**src/rtl/ic_slv_arb.sv**
```systemverilog
// Per-slave address-channel arbiter: round-robin over masters decoding to SLV_ID,
// with an outstanding-transaction counter that locks the slave to one owner.

module ic_slv_arb_lane #(
    parameter int SLV_BITS = 3,
    parameter int SLV_ID   = 0
) (
    input  logic                avalid,
    input  logic [SLV_BITS-1:0] aslv,
    output logic                req
);
    assign req = avalid && (aslv == SLV_BITS'(SLV_ID));
endmodule

module ic_slv_arb #(
    parameter int MSTR_BITS = 2,
    parameter int SLV_BITS  = 3,
    parameter int SLV_ID    = 0,
    parameter int MAX_OUTS  = 4,
    parameter int CNT_BITS  = 3,
    parameter int MSTR_NUM  = 2**MSTR_BITS
) (
    input  logic                         clk,
    input  logic                         reset,
    input  logic [MSTR_NUM-1:0]          M_AVALID,
    input  logic [MSTR_NUM*SLV_BITS-1:0] M_ASLV,
    input  logic                         S_AREADY,
    input  logic                         S_RDONE,
    output logic [MSTR_NUM-1:0]          GRANT,
    output logic [MSTR_BITS-1:0]         GRANT_IDX,
    output logic                         S_AVALID,
    output logic [CNT_BITS-1:0]          OUTS_CNT,
    output logic [MSTR_BITS-1:0]         OWNER_IDX,
    output logic                         ERR
);
    localparam logic ST_IDLE    = 1'b0;
    localparam logic ST_GRANTED = 1'b1;

    logic                 state;
    logic [MSTR_BITS-1:0] last;
    logic [MSTR_NUM-1:0]  req;
    logic [MSTR_NUM-1:0]  elig;
    logic [MSTR_BITS-1:0] pick;
    logic [MSTR_BITS-1:0] cand;
    logic                 found;
    logic                 hs;

    genvar m;
    generate
        for (m = 0; m < MSTR_NUM; m++) begin : g_lane
            ic_slv_arb_lane #(.SLV_BITS(SLV_BITS), .SLV_ID(SLV_ID)) u_lane (
                .avalid (M_AVALID[m]),
                .aslv   (M_ASLV[m*SLV_BITS +: SLV_BITS]),
                .req    (req[m])
            );
        end
    endgenerate

    // A nonzero count pins the slave to its owner so responses route without ID lookup.
    always_comb begin
        elig = '0;
        if (OUTS_CNT == CNT_BITS'(MAX_OUTS))
            elig = '0;
        else if (OUTS_CNT == '0)
            elig = req;
        else
            elig = req & (MSTR_NUM'(1) << OWNER_IDX);
    end

    // Scan last+1 .. last+MSTR_NUM; index arithmetic wraps in MSTR_BITS.
    always_comb begin
        pick  = '0;
        cand  = '0;
        found = 1'b0;
        for (int i = 1; i <= MSTR_NUM; i++) begin
            cand = last + MSTR_BITS'(i);
            if (!found && elig[cand]) begin
                pick  = cand;
                found = 1'b1;
            end
        end
    end

    assign S_AVALID = (state == ST_GRANTED) && req[GRANT_IDX];
    assign hs       = S_AVALID && S_AREADY;

    always_ff @(posedge clk) begin
        if (!reset) begin
            state     <= ST_IDLE;
            last      <= MSTR_BITS'(MSTR_NUM - 1);
            GRANT     <= '0;
            GRANT_IDX <= '0;
            OUTS_CNT  <= '0;
            OWNER_IDX <= '0;
            ERR       <= 1'b0;
        end else begin
            ERR <= S_RDONE && (OUTS_CNT == '0);

            case (state)
                ST_IDLE: begin
                    if (found) begin
                        GRANT     <= MSTR_NUM'(1) << pick;
                        GRANT_IDX <= pick;
                        last      <= pick;
                        state     <= ST_GRANTED;
                    end
                end
                default: begin
                    if (hs) begin
                        GRANT     <= '0;
                        OWNER_IDX <= GRANT_IDX;
                        state     <= ST_IDLE;
                    end else if (!req[GRANT_IDX]) begin
                        GRANT <= '0;
                        state <= ST_IDLE;
                    end
                end
            endcase

            case ({hs, S_RDONE})
                2'b10:   OUTS_CNT <= OUTS_CNT + 1'b1;
                2'b01:   if (OUTS_CNT != '0) OUTS_CNT <= OUTS_CNT - 1'b1;
                default: OUTS_CNT <= OUTS_CNT;
            endcase
        end
    end
endmodule

```
**config.mk**
```make
export PLATFORM = sky130hd
export DESIGN_NAME = ic_slv_arb
export DESIGN_NICKNAME = d
export VERILOG_FILES = /design/src/rtl/ic_slv_arb.sv
export SDC_FILE = /design/constraint.sdc
export NUM_CORES = 1
export LEC_CHECK = 0
export CAP_MARGIN = 10
export CORE_MARGIN = 3
export CORE_UTILIZATION = 45
export CTS_CLUSTER_SIZE = 14
export DETAILED_ROUTE_END_ITERATION = 7
export DONT_BUFFER_PORTS = 1
export SLEW_MARGIN = 20
export SYNTH_ARGS = -nofsm -noshare
export SYNTH_HDL_FRONTEND = slang
export SYNTH_SLANG_ARGS = --single-unit
```
**constraint.sdc**
```tcl
create_clock -name clk -period 2.8 [get_ports clk]
set_clock_uncertainty 0.05 [all_clocks]
set_input_delay 0.42 -clock clk [delete_from_list [all_inputs] [get_ports clk]]
set_output_delay 0.42 -clock clk [all_outputs]
set_load 0.01 [all_outputs]
```
Word-level counts from Yosys, hierarchy flattened
Index checks and enable logic that the tools add are counted.
{ "word_totals": {"input_bits": 20, "reg_bits": 15, "out_inout_bits": 13, "word_cells": 81} }
{ "op_classes": {"add_sub_neg": 5, "eq_ne": 5, "muxes": 30, "n_reduce_logical": 25, "magnitude_cmp": 5, "bitwise_logic": 2, "shifts": 2} }
{ "op_table": {"columns": ["operator", "count"], "rows": [
  ["4-bit two-way mux", 6],
  ["3-bit zero test", 5],
  ["2-bit by 3-bit less-than comparator with 1-bit output (second input constant)", 5],
  ["1-bit two-way mux", 13],
  ["1-bit binary-select mux with 2-bit select", 5],
  ["1-bit logical AND", 10],
  ["2-bit two-way mux", 4],
  ["2-bit AND reduction", 4],
  ["1-bit by 2-bit left shift with 4-bit output (first input constant)", 2],
  ["3-bit one-hot mux with 2 select lines", 1],
  ["2-bit adder (second input constant)", 2],
  ["4-bit AND", 1],
  ["2-bit nonzero test", 2],
  ["3-bit by 1-bit adder with 3-bit output (second input constant)", 1],
  ["3-bit equality test (second input constant)", 1],
  ["1-bit zero test", 3],
  ["3-bit two-way mux", 1],
  ["3-bit != test (second input constant)", 1],
  ["3-bit nonzero test", 1],
  ["3-bit by 1-bit subtractor with 3-bit output (second input constant)", 1],
  ["2-bit by 1-bit adder with 2-bit output (second input constant)", 1],
  ["2-bit by 1-bit equality test with 1-bit output (second input constant)", 1],
  ["2-bit equality test (second input constant)", 1],
  ["2-bit != test (second input constant)", 1],
  ["1-bit inverter", 1]
]} }

Depth between registers and ports, before layout
{ "depth": {"word_depth": 20, "depth_mapped": 9, "ltp_nobuf": 8} }

Hierarchy
A second synthesis with hierarchy kept.
{ "unflattened": {"hier_cells": 99, "area_unflattened_um2": 900.9} }
{ "modules_own_cells": {"columns": ["module", "instances", "area_per_inst_um2", "seq_area_each_um2", "cells_per_inst"], "rows": [
  ["ic_slv_arb", 1, 840.8, 300.3, 95],
  ["ic_slv_arb_lane", 4, 15.0, 0.0, 1]
]} }

Worst setup path after synthesis
OpenSTA, ideal clock, no wires.
{ "synth_timing": {"path_type": "input to register", "startpoint": "input M_ASLV[4]", "endpoint": "register OUTS_CNT[1]", "arrival_ns": 2.284, "t_required_ns": 2.690, "setup_slack_ns": 0.406, "setup_time_ns": 0.060, "cell_stages": 8, "path_buffers": 1, "path_cell_list": "nor4b_2 > nand3b_1 > a311o_1 > buf_2 > nand2_1 > fa_1 > nor4_1 > a311o_1"} }
{ "synth_between": {"elab_chain_len": 9, "elab_cells_between_ends": 12, "classes_between": "eq/ne (3); mux (3); reduce/logical (6)"} }
{ "synth_rtl": {"columns": ["element", "line_no", "text"], "rows": [
  ["from (decl)", "26", "input logic [MSTR_NUM*SLV_BITS-1:0] M_ASLV,"],
  ["3-bit zero test *", "12", "assign req = avalid && (aslv == SLV_BITS'(SLV_ID));"],
  ["1-bit logical AND *", "12", null],
  ["1-bit binary-select mux with 2-bit select *", "84", "assign S_AVALID = (state == ST_GRANTED) && req[GRANT_IDX];"],
  ["1-bit two-way mux (not written as such) *", "84", null],
  ["1-bit logical AND *", "84", null],
  ["1-bit logical AND *", "85", "assign hs = S_AVALID && S_AREADY;"],
  ["2-bit by 1-bit equality test with 1-bit output or 2-bit equality test (tied branches)", "120", "case ({hs, S_RDONE})"],
  ["2-bit != test (no source line) or 2-bit nonzero test (tied branches)", null, null],
  ["2-bit AND reduction (no source line)", null, null],
  ["to (signal assigned)", "121", "2'b10: OUTS_CNT <= OUTS_CNT + 1'b1;"],
  ["to (signal assigned)", "122", "2'b01: if (OUTS_CNT != '0) OUTS_CNT <= OUTS_CNT - 1'b1;"],
  ["to (decl)", "32", "output logic [CNT_BITS-1:0] OUTS_CNT,"]
]} }
Mark *: on every way between the ends. The rest lies on a longest branch, timed or not. The select of a mux whose other input is x is not followed.
A chain may end at the register's enable or synchronous reset.

Final worst setup path
{ "layout_timing": {"startpoint": "register GRANT_IDX[0]", "endpoint": "register OUTS_CNT[2]"} }
{ "layout_between": {"elab_chain_len": 7, "elab_cells_between_ends": 10, "classes_between": "eq/ne (3); mux (3); reduce/logical (4)"} }
{ "layout_rtl": {"columns": ["element", "line_no", "text"], "rows": [
  ["from (decl)", "30", "output logic [MSTR_BITS-1:0] GRANT_IDX,"],
  ["from (signal assigned)", "103", "GRANT_IDX <= pick;"],
  ["1-bit binary-select mux with 2-bit select *", "84", null],
  ["1-bit two-way mux (not written as such) *", "84", null],
  ["1-bit logical AND *", "84", null],
  ["1-bit logical AND *", "85", null],
  ["2-bit by 1-bit equality test with 1-bit output or 2-bit equality test (tied branches)", "120", null],
  ["2-bit != test (no source line) or 2-bit nonzero test (tied branches)", null, null],
  ["2-bit AND reduction (no source line)", null, null]
]} }
Marks and branches as above.

==> flow_summary.json <==
{
  "grt_start_max_net_pins": 12,
  "synth_cells": 111,
  "cp_data_required_time_ns": 2.96,
  "critPathMaxFanout": 7,
  "gp_congestion": 0.806,
  "area_growth_pct": 7.07,
  "ys_seq_area_share_pct": 31.4,
  "p_per_area_mw_per_mm2": 418,
  "min_period_over_period_pct": 84.9,
  "rsz0062_at_grt": "false",
  "fp.dieH_um": 52.1,
  "globalRouteOverflowTotal": 0,
  "synthArstFlopShare_pct": 0,
  "via_per_inst": 6.35,
  "cap_violations": 0,
  "cts.sinks": 15,
  "avgRoutedWirePerCell_um": 16.5,
  "slowest_delay_ns": 0.52,
  "crit_arrival_ns": 2.54,
  "cts_resized": 0,
  "clkLatencyLatePin_ns": 0.29,
  "yosys.cell_types.count": 42,
  "route.detailed.drc": 0,
  "die_w_um": 52.1,
  "tns_ns": 0,
  "cp_slowest_cell": "dfxtp_1",
  "fin_nets": 137,
  "grt.total_usage_pct": 18.1,
  "antenna_found_initial": 0,
  "finalHoldViolations": 0,
  "synth_top_area_cell": "dfxtp_1",
  "drive_gt1_share_pct": 18.3,
  "cts_hold_buffers": 0,
  "cp_num_buf_inv": 0,
  "max_slew_margin_pct": 68.3,
  "worstSetupStartpointType": "flip-flop",
  "numCtsBuffers": 3,
  "core_area_sq_mm": 0.00198,
  "setup_viol_count_final": 0,
  "min_path_type": "in -> reg",
  "totalWireLength_mm": 2.34,
  "worstPathCellList": "nor2b_1 > a22oi_1 > a311o_1 > nand2_1 > fa_1 > or3_1 > a21o_1 > a21oi_1",
  "grt_pass1_wl_mm": 3.63,
  "period_needed_ns": 2.38,
  "syn_avg_cell_area_sq_um": 8.61,
  "dp_hpwl_mm": 1.84,
  "via_count": 902,
  "clk_pin_slew_ns": 0.09,
  "synth_flop_cell": "dfxtp_1",
  "io_pins": 33,
  "ir_worst_vdd_v": 0.000255,
  "timing.fmax_mhz": 421,
  "antenna_cells": 0,
  "status": "finished clean",
  "yosys_warnings": 0,
  "cts_tree": "done",
  "ys_ff_latch": 15,
  "num-fill-cells": 197,
  "ys_top_cells_by_area": "dfxtp_1 31%, nor4b_2 6.3%, o21ai_0 5.2%",
  "htree_levels": 1,
  "synthesis.nets": 132,
  "criticalPathCategory": "reg -> reg",
  "synth_area_sq_um": 956,
  "ant_nets": 0,
  "drt_pass1_iterations": 4,
  "ctsRootBufferMaster": "clkbuf_4",
  "port_buffers": 0,
  "yosysTopAreaCellShare_pct": 31.4,
  "tightest_slew_ns": 0.471,
  "fin_ws_ns": 0.424,
  "crit_path_end_kind": "flip-flop",
  "postCtsSetupBuffers": 0,
  "rows": 16,
  "first_iter_violations": 28,
  "grt_pass1_vias": 787,
  "utilization_pct": 51.6,
  "clockBufferDepth": 2,
  "synth-edff-count": 0,
  "p_leak_nw": 0.347,
  "die-area_sq_mm": 0.00271,
  "dp_slack_ns": 0.370,
  "slew_viol_final": 0,
  "critPathTopFamily": "compound AO/OA/AOI/OAI gates",
  "start_util_pct": 48.2
}
## synthesized netlist by cell type (2+ instances only)
| library cell | count |
|---|---|
| a21o_1 | 2 |
| a22o_2 | 2 |
| nand4_1 | 2 |
| or3_1 | 2 |
| nor4_1 | 2 |
| a311o_1 | 2 |
| nor3_1 | 3 |
| inv_1 | 7 |
| o2bb2ai_1 | 2 |
| dfxtp_1 | 15 |
| nand3_1 | 6 |
| a21oi_1 | 6 |
| mux2i_1 | 2 |
| nor4b_2 | 4 |
| nand2_1 | 9 |
| o21ai_0 | 10 |
| a31oi_1 | 3 |
| nor2_1 | 8 |
## layout make-up
cell class	instances	area [sq um]	area share (%)
Sequential cell	15	300	29.3
Timing Repair Buffer	2	15.0	1.47
Clock buffer	3	22.5	2.20
Multi-Input combinational cell	87	621	60.6
Clock inverter	1	5.00	0.489
Tap cell	27	33.8	3.30
Inverter	7	26.3	2.57
## sequential cells by signal (all words and copies together), names as in the netlist
| signal | count |
|---|---|
| GRANT | 4 |
| OUTS_CNT | 3 |
| GRANT_IDX | 2 |
| OWNER_IDX | 2 |
| last | 2 |
| ERR | 1 |
| state | 1 |
## power breakdown
| part | switching, mW | internal (mW) | leakage (nW) |
|---|---|---|---|
| clock network | 0.0701 | 0.0531 | 0.0177 |
| logic | 0.0354 | 0.0285 | 0.207 |
| registers | 0.0175 | 0.224 | 0.122 |
## metrics by stage
stage / cells / power (mW) / hold slack, ns / area (sq um)
5_1_grt: 142 / 0.451 / 0.138 / 1020
3_5_place_dp: 138 / 0.310 / 0.452 / 996
3_3_place_gp: 138 / 0.308 / 0.456 / 996
4_1_cts: 142 / 0.432 / 0.148 / 1020
2_1_floorplan: 111 / 0.295 / 0.439 / 956
6_report: 142 / 0.428 / 0.149 / 1020
## routing by layer
metal	up-vias	GRT usage, %	part of all wire, %	routed length [um]
li1	435	-	-	-
met4	0	7.86	1.5	36
met1	419	22.7	43	1010
met3	5	3.44	8.3	194
met5	-	0	0	0
met2	43	29.9	47	1100
## cell usage in the layout, fill, tap and decap left out, drive strengths merged, types with 3 or more instances in the layout
cell type  Yosys  layout
dfxtp         15      15
o21ai         10      10
nand2          9       9
nor2           8       8
inv            7       7
a21oi          7       7
nand3          6       6
nor4b          4       4
a31oi          3       3
nor3           3       3
clkbuf         1       3
## worst register-to-register path, stage by stage (launching register included)
cell and delay, ns:
dfxtp_1 0.52, nor2b_1 0.09, a22oi_1 0.25, a311o_1 0.22
nand2_1 0.07, fa_1 0.41, or3_1 0.38, a21o_1 0.19
a21oi_1 0.12
## worst paths after layout
check	from	to	slack, ns	depth (start not counted)
setup / recovery	GRANT_IDX[0]	OUTS_CNT[2]	0.42	8
setup reg to reg	GRANT_IDX[0]	OUTS_CNT[2]	0.42	8
hold / removal	reset	last[0]	0.15	1
hold reg to reg	GRANT[2]	GRANT[2]	0.47	1
## logic make-up after synthesis
group | share of synthesized area [%]
AOI/OAI and AO/OA | 28.9
xor gates and xnor gates | 0.916
adders and majority gates | 2.09
buffers and inverters | 3.66
DFF | 31.4
muxes | 2.09
and+or+nand+nor | 30.9
Note: power is estimated with default switching activity, not from simulation.
